`src/rtl/mod_arb.sv`:
```
// Purpose : round-robin arbiter/sequencer sharing one 8-bit datapath among four
//           requesters, tagging each byte with its requester ID for return routing.
// Latency : o_ack combinational; o_dp_in +1 cycle; o_rsp_* LATENCY+2 cycles after transfer.
// Backpr. : i_drain blocks new grants; responses have no backpressure and must be taken.
//
// Ports:
//   clk, rst_x            clock, asynchronous active-low reset
//   i_req[3:0]            per-requester request; i_data[8n+7:8n] is requester n's byte
//   o_ack[3:0]            one-hot grant; a transfer happens when i_req[n] & o_ack[n]
//   i_drain               level; while high no grants are issued
//   o_idle                no tag in flight, no response pending, no transfer this cycle
//   o_dp_in / i_dp_out    datapath input byte / datapath result byte
//   o_rsp_valid[3:0]      one-hot, one-cycle result strobe; o_rsp_data holds the byte
module mod_arb #(
  parameter int LATENCY = 2  // datapath cycles from i_in sample to o_out, 1..8
) (
  input  logic        clk,
  input  logic        rst_x,
  input  logic [3:0]  i_req,
  input  logic [31:0] i_data,
  output logic [3:0]  o_ack,
  input  logic        i_drain,
  output logic        o_idle,
  output logic [7:0]  o_dp_in,
  input  logic [7:0]  i_dp_out,
  output logic [3:0]  o_rsp_valid,
  output logic [7:0]  o_rsp_data
);

  typedef enum logic {S_RUN = 1'b0, S_DRAIN = 1'b1} state_t;

  state_t                r_state;
  state_t                w_state_nxt;
  logic                  w_grant_en;
  logic [1:0]            r_rr_ptr;
  logic                  w_gnt_any;
  logic [1:0]            w_gnt_id;
  logic                  w_xfer;
  logic [7:0]            r_dp_in;
  logic [LATENCY:0]      r_tag_vld;
  logic [LATENCY:0][1:0] r_tag_id;
  logic [3:0]            r_rsp_valid;
  logic [7:0]            r_rsp_data;

  // State register
  always_ff @(posedge clk or negedge rst_x) begin
    if (!rst_x) begin
      r_state <= S_RUN;
    end else begin
      r_state <= w_state_nxt;
    end
  end

  // Next state and grant enable. i_drain is looked at combinationally in both
  // states: a rising drain suppresses the grant in its own cycle, a falling
  // drain allows a grant in its own cycle.
  always_comb begin
    w_state_nxt = r_state;
    w_grant_en  = 1'b0;
    case (r_state)
      S_RUN: begin
        if (i_drain) begin
          w_state_nxt = S_DRAIN;
        end else begin
          w_grant_en = 1'b1;
        end
      end
      S_DRAIN: begin
        if (!i_drain) begin
          w_state_nxt = S_RUN;
          w_grant_en  = 1'b1;
        end
      end
      default: begin
        w_state_nxt = S_RUN;
      end
    endcase
  end

  // Priority scan starting just after the last winner, wrapping mod 4.
  always_comb begin
    w_gnt_any = 1'b0;
    w_gnt_id  = 2'd0;
    for (int k = 1; k <= 4; k++) begin
      if (!w_gnt_any && i_req[r_rr_ptr + 2'(k)]) begin
        w_gnt_any = 1'b1;
        w_gnt_id  = r_rr_ptr + 2'(k);
      end
    end
  end

  assign o_ack  = (w_grant_en && w_gnt_any) ? (4'b0001 << w_gnt_id) : 4'b0000;
  assign w_xfer = |(i_req & o_ack);

  // Pointer, datapath input and tag pipeline. Tags shift every cycle with no
  // stall, so tag stage LATENCY lines up with the datapath result.
  always_ff @(posedge clk or negedge rst_x) begin
    if (!rst_x) begin
      r_rr_ptr  <= 2'd3;
      r_dp_in   <= 8'h00;
      r_tag_vld <= '0;
      r_tag_id  <= '0;
    end else begin
      if (w_xfer) begin
        r_rr_ptr <= w_gnt_id;
        r_dp_in  <= i_data[8*w_gnt_id +: 8];
      end else begin
        r_dp_in  <= 8'h00;
      end
      r_tag_vld <= {r_tag_vld[LATENCY-1:0], w_xfer};
      r_tag_id  <= {r_tag_id[LATENCY-1:0], w_gnt_id};
    end
  end

  // Response register: data holds between results, strobe is a single pulse.
  always_ff @(posedge clk or negedge rst_x) begin
    if (!rst_x) begin
      r_rsp_valid <= 4'b0000;
      r_rsp_data  <= 8'h00;
    end else if (r_tag_vld[LATENCY]) begin
      r_rsp_valid <= 4'b0001 << r_tag_id[LATENCY];
      r_rsp_data  <= i_dp_out;
    end else begin
      r_rsp_valid <= 4'b0000;
    end
  end

  assign o_dp_in     = r_dp_in;
  assign o_rsp_valid = r_rsp_valid;
  assign o_rsp_data  = r_rsp_data;
  assign o_idle      = ~|r_tag_vld & ~|r_rsp_valid & ~w_xfer;

endmodule
```
`config.mk`:
```
export PLATFORM = sky130hd
export DESIGN_NAME = mod_arb
export DESIGN_NICKNAME = d
export VERILOG_FILES = /design/src/rtl/mod_arb.sv
export SDC_FILE = /design/constraint.sdc
export NUM_CORES = 1
export LEC_CHECK = 0
export ABC_AREA = 1
export BUFFER_PORTS_ARGS = -buffer_cell sky130_fd_sc_hd__buf_2
export CAP_MARGIN = 20
export CORE_UTILIZATION = 43
export DETAILED_ROUTE_END_ITERATION = 8
export PLACE_DENSITY = 0.85
export SLEW_MARGIN = 20
export SYNTH_ARGS = -nofsm -noshare
export SYNTH_HDL_FRONTEND = slang
export SYNTH_SLANG_ARGS = --single-unit
```
`constraint.sdc`:
```
create_clock -name clk -period 2.2 [get_ports clk]
set_clock_uncertainty 0.15 [all_clocks]
set_input_delay 0.44 -clock clk [delete_from_list [all_inputs] [get_ports clk]]
set_output_delay 0.44 -clock clk [all_outputs]
set_load 0.02 [all_outputs]
```
* After elaboration in Yosys (flattened, before gate mapping)
Cells that the tools add are included.
W data, S select, Z words.
** Cells by class
- Mux-type cells :: 20
- Add/subtract/negate cells :: 3
- Shifts and indexed selects :: 3
- Order comparisons :: 4
- Bitwise logic cells :: 4
- Reduce and logical (&&, ||, !) cells :: 12
** Operators by type and width (number)
- $shiftx A32 B6 Y8 :: 1
- $lt A2 B3 Y1 const B :: 4
- $mux W1 :: 9
- $bmux W1 S2 :: 4
- $mux W2 :: 4
- $mux W4 :: 2
- $mux W8 :: 1
- $reduce_or A4 Y1 :: 2
- $shl A1 B2 Y4 const A :: 2
- $logic_not A1 Y1 :: 5
- $add A2 B2 Y2 const B :: 2
- $and A4 B4 Y4 :: 1
- $logic_and A1 B1 Y1 :: 4
- $reduce_or A3 Y1 :: 1
- $add A2 B1 Y2 const B :: 1
- $and A1 B1 Y1 :: 2
- $not A1 Y1 :: 1
** Storage, ports and cells
- Input bits :: 47
- Logic and storage cells :: 54
- Bits in registers :: 31
- Output and inout port bits :: 25

* Logic depth before layout (Yosys ltp)
- Depth after elaboration :: 19
- Gate-level depth with buffers :: 17
- Depth with buffers taken out :: 14

* Least setup slack after synthesis
Ideal clock, no wire load.
- Path type :: register to output
- From :: reg r_rr_ptr[0]
- To :: out o_ack[2]
- Setup slack :: -0.436 ns
- Cell stages (with the launch flop) :: 14
- Arrival :: 2.046 ns
- Required time :: 1.610 ns
- Path through :: dfstp_2 buf_6 inv_6 buf_12 nand2_4 nand2_4 nand2_4 nand2_4 nor2_8 nand4_2 nand2_2 inv_2 buf_4 nor3_1
** On the way
- Longest elaborated chain between the ends :: 15
- Elaborated cells on any way between the ends :: 28
- Classes of those cells :: add/sub: 3; shift: 1; mux: 17; reduce/logical: 7
** Ends and longest elaborated chain
- start: declaration :: RTL line 35 : logic [1:0] r_rr_ptr;
- start signal: assignment :: RTL line 105 : r_rr_ptr <= w_gnt_id;
- $add A2 B1 Y2 :: RTL line 85, 87
- $bmux W1 S2 :: RTL line 85 : if (!w_gnt_any && i_req[r_rr_ptr + 2'(k)]) begin
- $mux W1 (implied by the code) :: RTL line 85
- $mux W1 :: RTL line 85
- $logic_not A1 Y1 :: RTL line 85
- $logic_and A1 B1 Y1 :: RTL line 85
- $mux W1 :: RTL line 85
- $logic_not A1 Y1 :: RTL line 85
- $logic_and A1 B1 Y1 :: RTL line 85
- $mux W1 :: RTL line 85
- $logic_not A1 Y1 :: RTL line 85
- $logic_and A1 B1 Y1 :: RTL line 85
- $mux W2 or $mux W1 (tied branches) :: RTL line 85
- $shl A1 B2 Y4 or $logic_and A1 B1 Y1 (tied branches) :: RTL line 92 : assign o_ack = (w_grant_en && w_gnt_any) ? (4'b0001 << w_gnt_id) : 4'b0000;
- $mux W4 * :: RTL line 92
- end: declaration :: RTL line 21 : output logic [3:0] o_ack,
Every way passes the cells marked *; elsewhere a longest branch is shown, timed or not. The select of a mux whose other input is x is not followed.

* Worst setup path in the final report
- From :: reg r_rr_ptr[0]
- To :: out o_ack[1]
The elaborated chain is that of the path after synthesis.

==> impl_metrics.ini <==
[global_route]
grt_pass1_wl_mm = 7.04
grt_remaining_overflow = 0
grt_antenna_before_repair = 0
grt_start_max_net_pins = 32
grt.total_usage_pct = 21.3
number_of_global_route_vias_before_repair = 1654

[yosys]
synth-async-reset-ratio_pct = 100
seq_area_frac_synth_pct = 43.8
syn-num-nets = 264
synthTopCellsByArea = dfrtp_1 41%, nand2_1 14%, nand3_1 9.0%
yosys.area.top_type = dfrtp_1
netlist_top_cells_count = 67 x nand2_1, 32 x nand3_1, 29 x dfrtp_1, 17 x nor2_1, 11 x inv_1
yosys_warnings = 0
post-synth-top-count-cell = nand2_1
syn-mean-instance-area_um2 = 8.19
ys_ff_latch = 31
ys_flop_type = dfrtp_1
yosysTopAreaCellShare_pct = 40.8
netlist_instances = 217
synth_cell_types = 26
netlist_area_mm2 = 0.00178
synth_edf_count = 0

[sta]
setup_viol = 13
max_slew_margin_vs_limit_pct = 57.8
timing_hold_violations_final = 0
maxSlewViolCount = 0
maximum_achievable_frequency_ghz = 0.372
rsz0062_at_grt = yes
clock_period_minus_final_worst_setup_slack_ns = 2.69
worst_slew_pin_slew_ns = 0.633
worst_slack_ns = -0.491
finalCritPeriodShare_pct = 122
finalHoldWorstSlack_ns = 0.0361

[floorplanning]
placement_rows = 23
initial_core_util_pct = 44.8
design.core.area_mm2 = 0.00397
floorplan.die.height_um = 66.3
floorplan.die.width_um = 66.3
top_level_port_count = 72
die-area_mm2 = 0.00440

[routing]
routedWlPerCell_um = 11.6
vias = 1770
routed_wirelength_mm = 4.20
route.detailed.drc = 0
avgViaCountPerCell = 4.89
drt_iter0_markers = 87
detail_route.first_pass.iterations = 4
route.antenna.remaining_nets = 0

[place]
finalWeightedCongestion = 0.846
place_hpwl_mm = 3.27
dpl-instance-area_mm2 = 0.00234
io_buffers = 71

[final_layout]
finish.net_count = 359
drive_gt1_share_pct = 50.0
design_area_mm2 = 0.00257
flow.area_growth_from_synthesis_pct = 44.7
num_antenna_cells = 0

[clock_network]
worstSkewPairLatency_ns = 0.27
clkTransAtPathRegs_ns = 0.06
root_cell_of_the_clock_tree = clkbuf_8
cts-buffers-inserted = 5
tritoncts = done
cts-root-to-sink-buffers = 2
h_tree_level_count = 2
clock_sinks = 31

[critical_path]
worst-endpoint-required_ns = 1.61
critPathKind = reg2out
critical_path.endpoint_type = output port
critPathMaxFanout = 8
worst-endpoint-arrival_ns = 2.10
cp-start-kind = flip-flop

[power]
leakagePower_nw = 1.43
max-vdd-ir-drop_mv = 1.53
powerDensity_mw_per_mm2 = 1920

[job]
max_cap_violations = 0

[hold_path]
worst_hold_path_type = in2async

[run_status]
outcome = finished with violations
violations = negative setup slack
-- sequential cells by signal, summed over array words and instances, names as in the netlist --
register,count
o_dp_in,8
o_rsp_data,8
r_tag_id,6
o_rsp_valid,4
r_tag_vld,3
r_rr_ptr,2
-- where the power goes --
part	internal (mW)	switching, mW	leakage [nW]	total (mW)
Clock	0.244	0.178	0.0470	0.422
Combinational	1.51	2.08	1.00	3.59
Sequential	0.807	0.134	0.385	0.941
Total	2.56	2.39	1.43	4.95
-- metrics by stage --
step                      setup TNS (ns)  instances  util, %  worst slack, ns  total power, mW
after floorplan                   -0.692        217        -           -0.178             3.33
after global placement             -1.66        349     59.0           -0.264             4.02
after detailed placement           -2.36        349     59.0           -0.302             4.12
after CTS                          -3.96        361     64.4           -0.475             4.89
after global routing               -6.69        362     64.8           -0.613             5.38
final                              -4.80        362     64.8           -0.491             4.95
-- area by class of cell --
cell class	instances	area, um^2
fill	332	1400
tap	50	62.6
clock buffer	6	82.6
inverter	14	57.6
multi-input combinational	160	938
sequential	31	778
timing repair buffer	100	648
clock inverter	1	5.00
-- per-layer routing --
layer  track usage [%]  vias up  part of all wire, %
li1                  -      886                    -
met1              25.4      803                   41
met2              36.6       73                   50
met3              5.00        8                  7.2
met4              8.78        0                  1.6
met5                 0        -                    0
-- placed cells by master, fill, tap and decap left out, drive strengths merged --
cell type  netlist  final
buf             10    100
clkbuf           2      6
clkinv           0      1
dfrtp           29     29
dfstp            2      2
inv             14     14
nand2           80     80
nand3           42     42
nand3b           1      1
nand4            5      5
nor2            20     20
nor3             9      9
nor4             1      1
o21ai            2      2
-- worst max-delay path: stages, from the launching register on --
cell and delay, ns:
dfstp_2 0.66, nand2_1 0.14, nand2_4 0.11, nand2_4 0.08
nand2_4 0.10, nor2_8 0.04, nand4_1 0.08, nand2_2 0.10
buf_4 0.18, nor3_4 0.19, buf_6 0.14
-- worst paths after layout --
check	depth (start not counted)	endpoint	start	slack, ns
min	1	o_rsp_valid[3]$_DFF_PN0_	rst_x	0.04
max in group asynchronous	1	o_dp_in[7]$_DFF_PN0_	rst_x	1.45
min in group clk	0	r_tag_id[5]$_DFF_PN0_	r_tag_id[3]$_DFF_PN0_	0.19
max reg2reg	18	o_dp_in[6]$_DFF_PN0_	r_rr_ptr[0]$_DFFE_PN1P_	-0.34
max	10	o_ack[1]	r_rr_ptr[0]$_DFFE_PN1P_	-0.49
min reg2reg	0	r_tag_id[5]$_DFF_PN0_	r_tag_id[3]$_DFF_PN0_	0.19
-- what timing repair did --
action,CTS,global route
setup buffers,5,1
endpoints found under the setup margin,13,13
pin swaps,9,1
hold buffers,0,0
gates resized for setup,26,2
-- logic make-up after synthesis --
group,Yosys count,synth area share (%)
DFF,31,43.8
buffers and inverters,26,9.22
AOI/OAI and AO/OA,2,0.563
and+or+nand+nor,158,46.4
(Power assumes the default switching activity.)
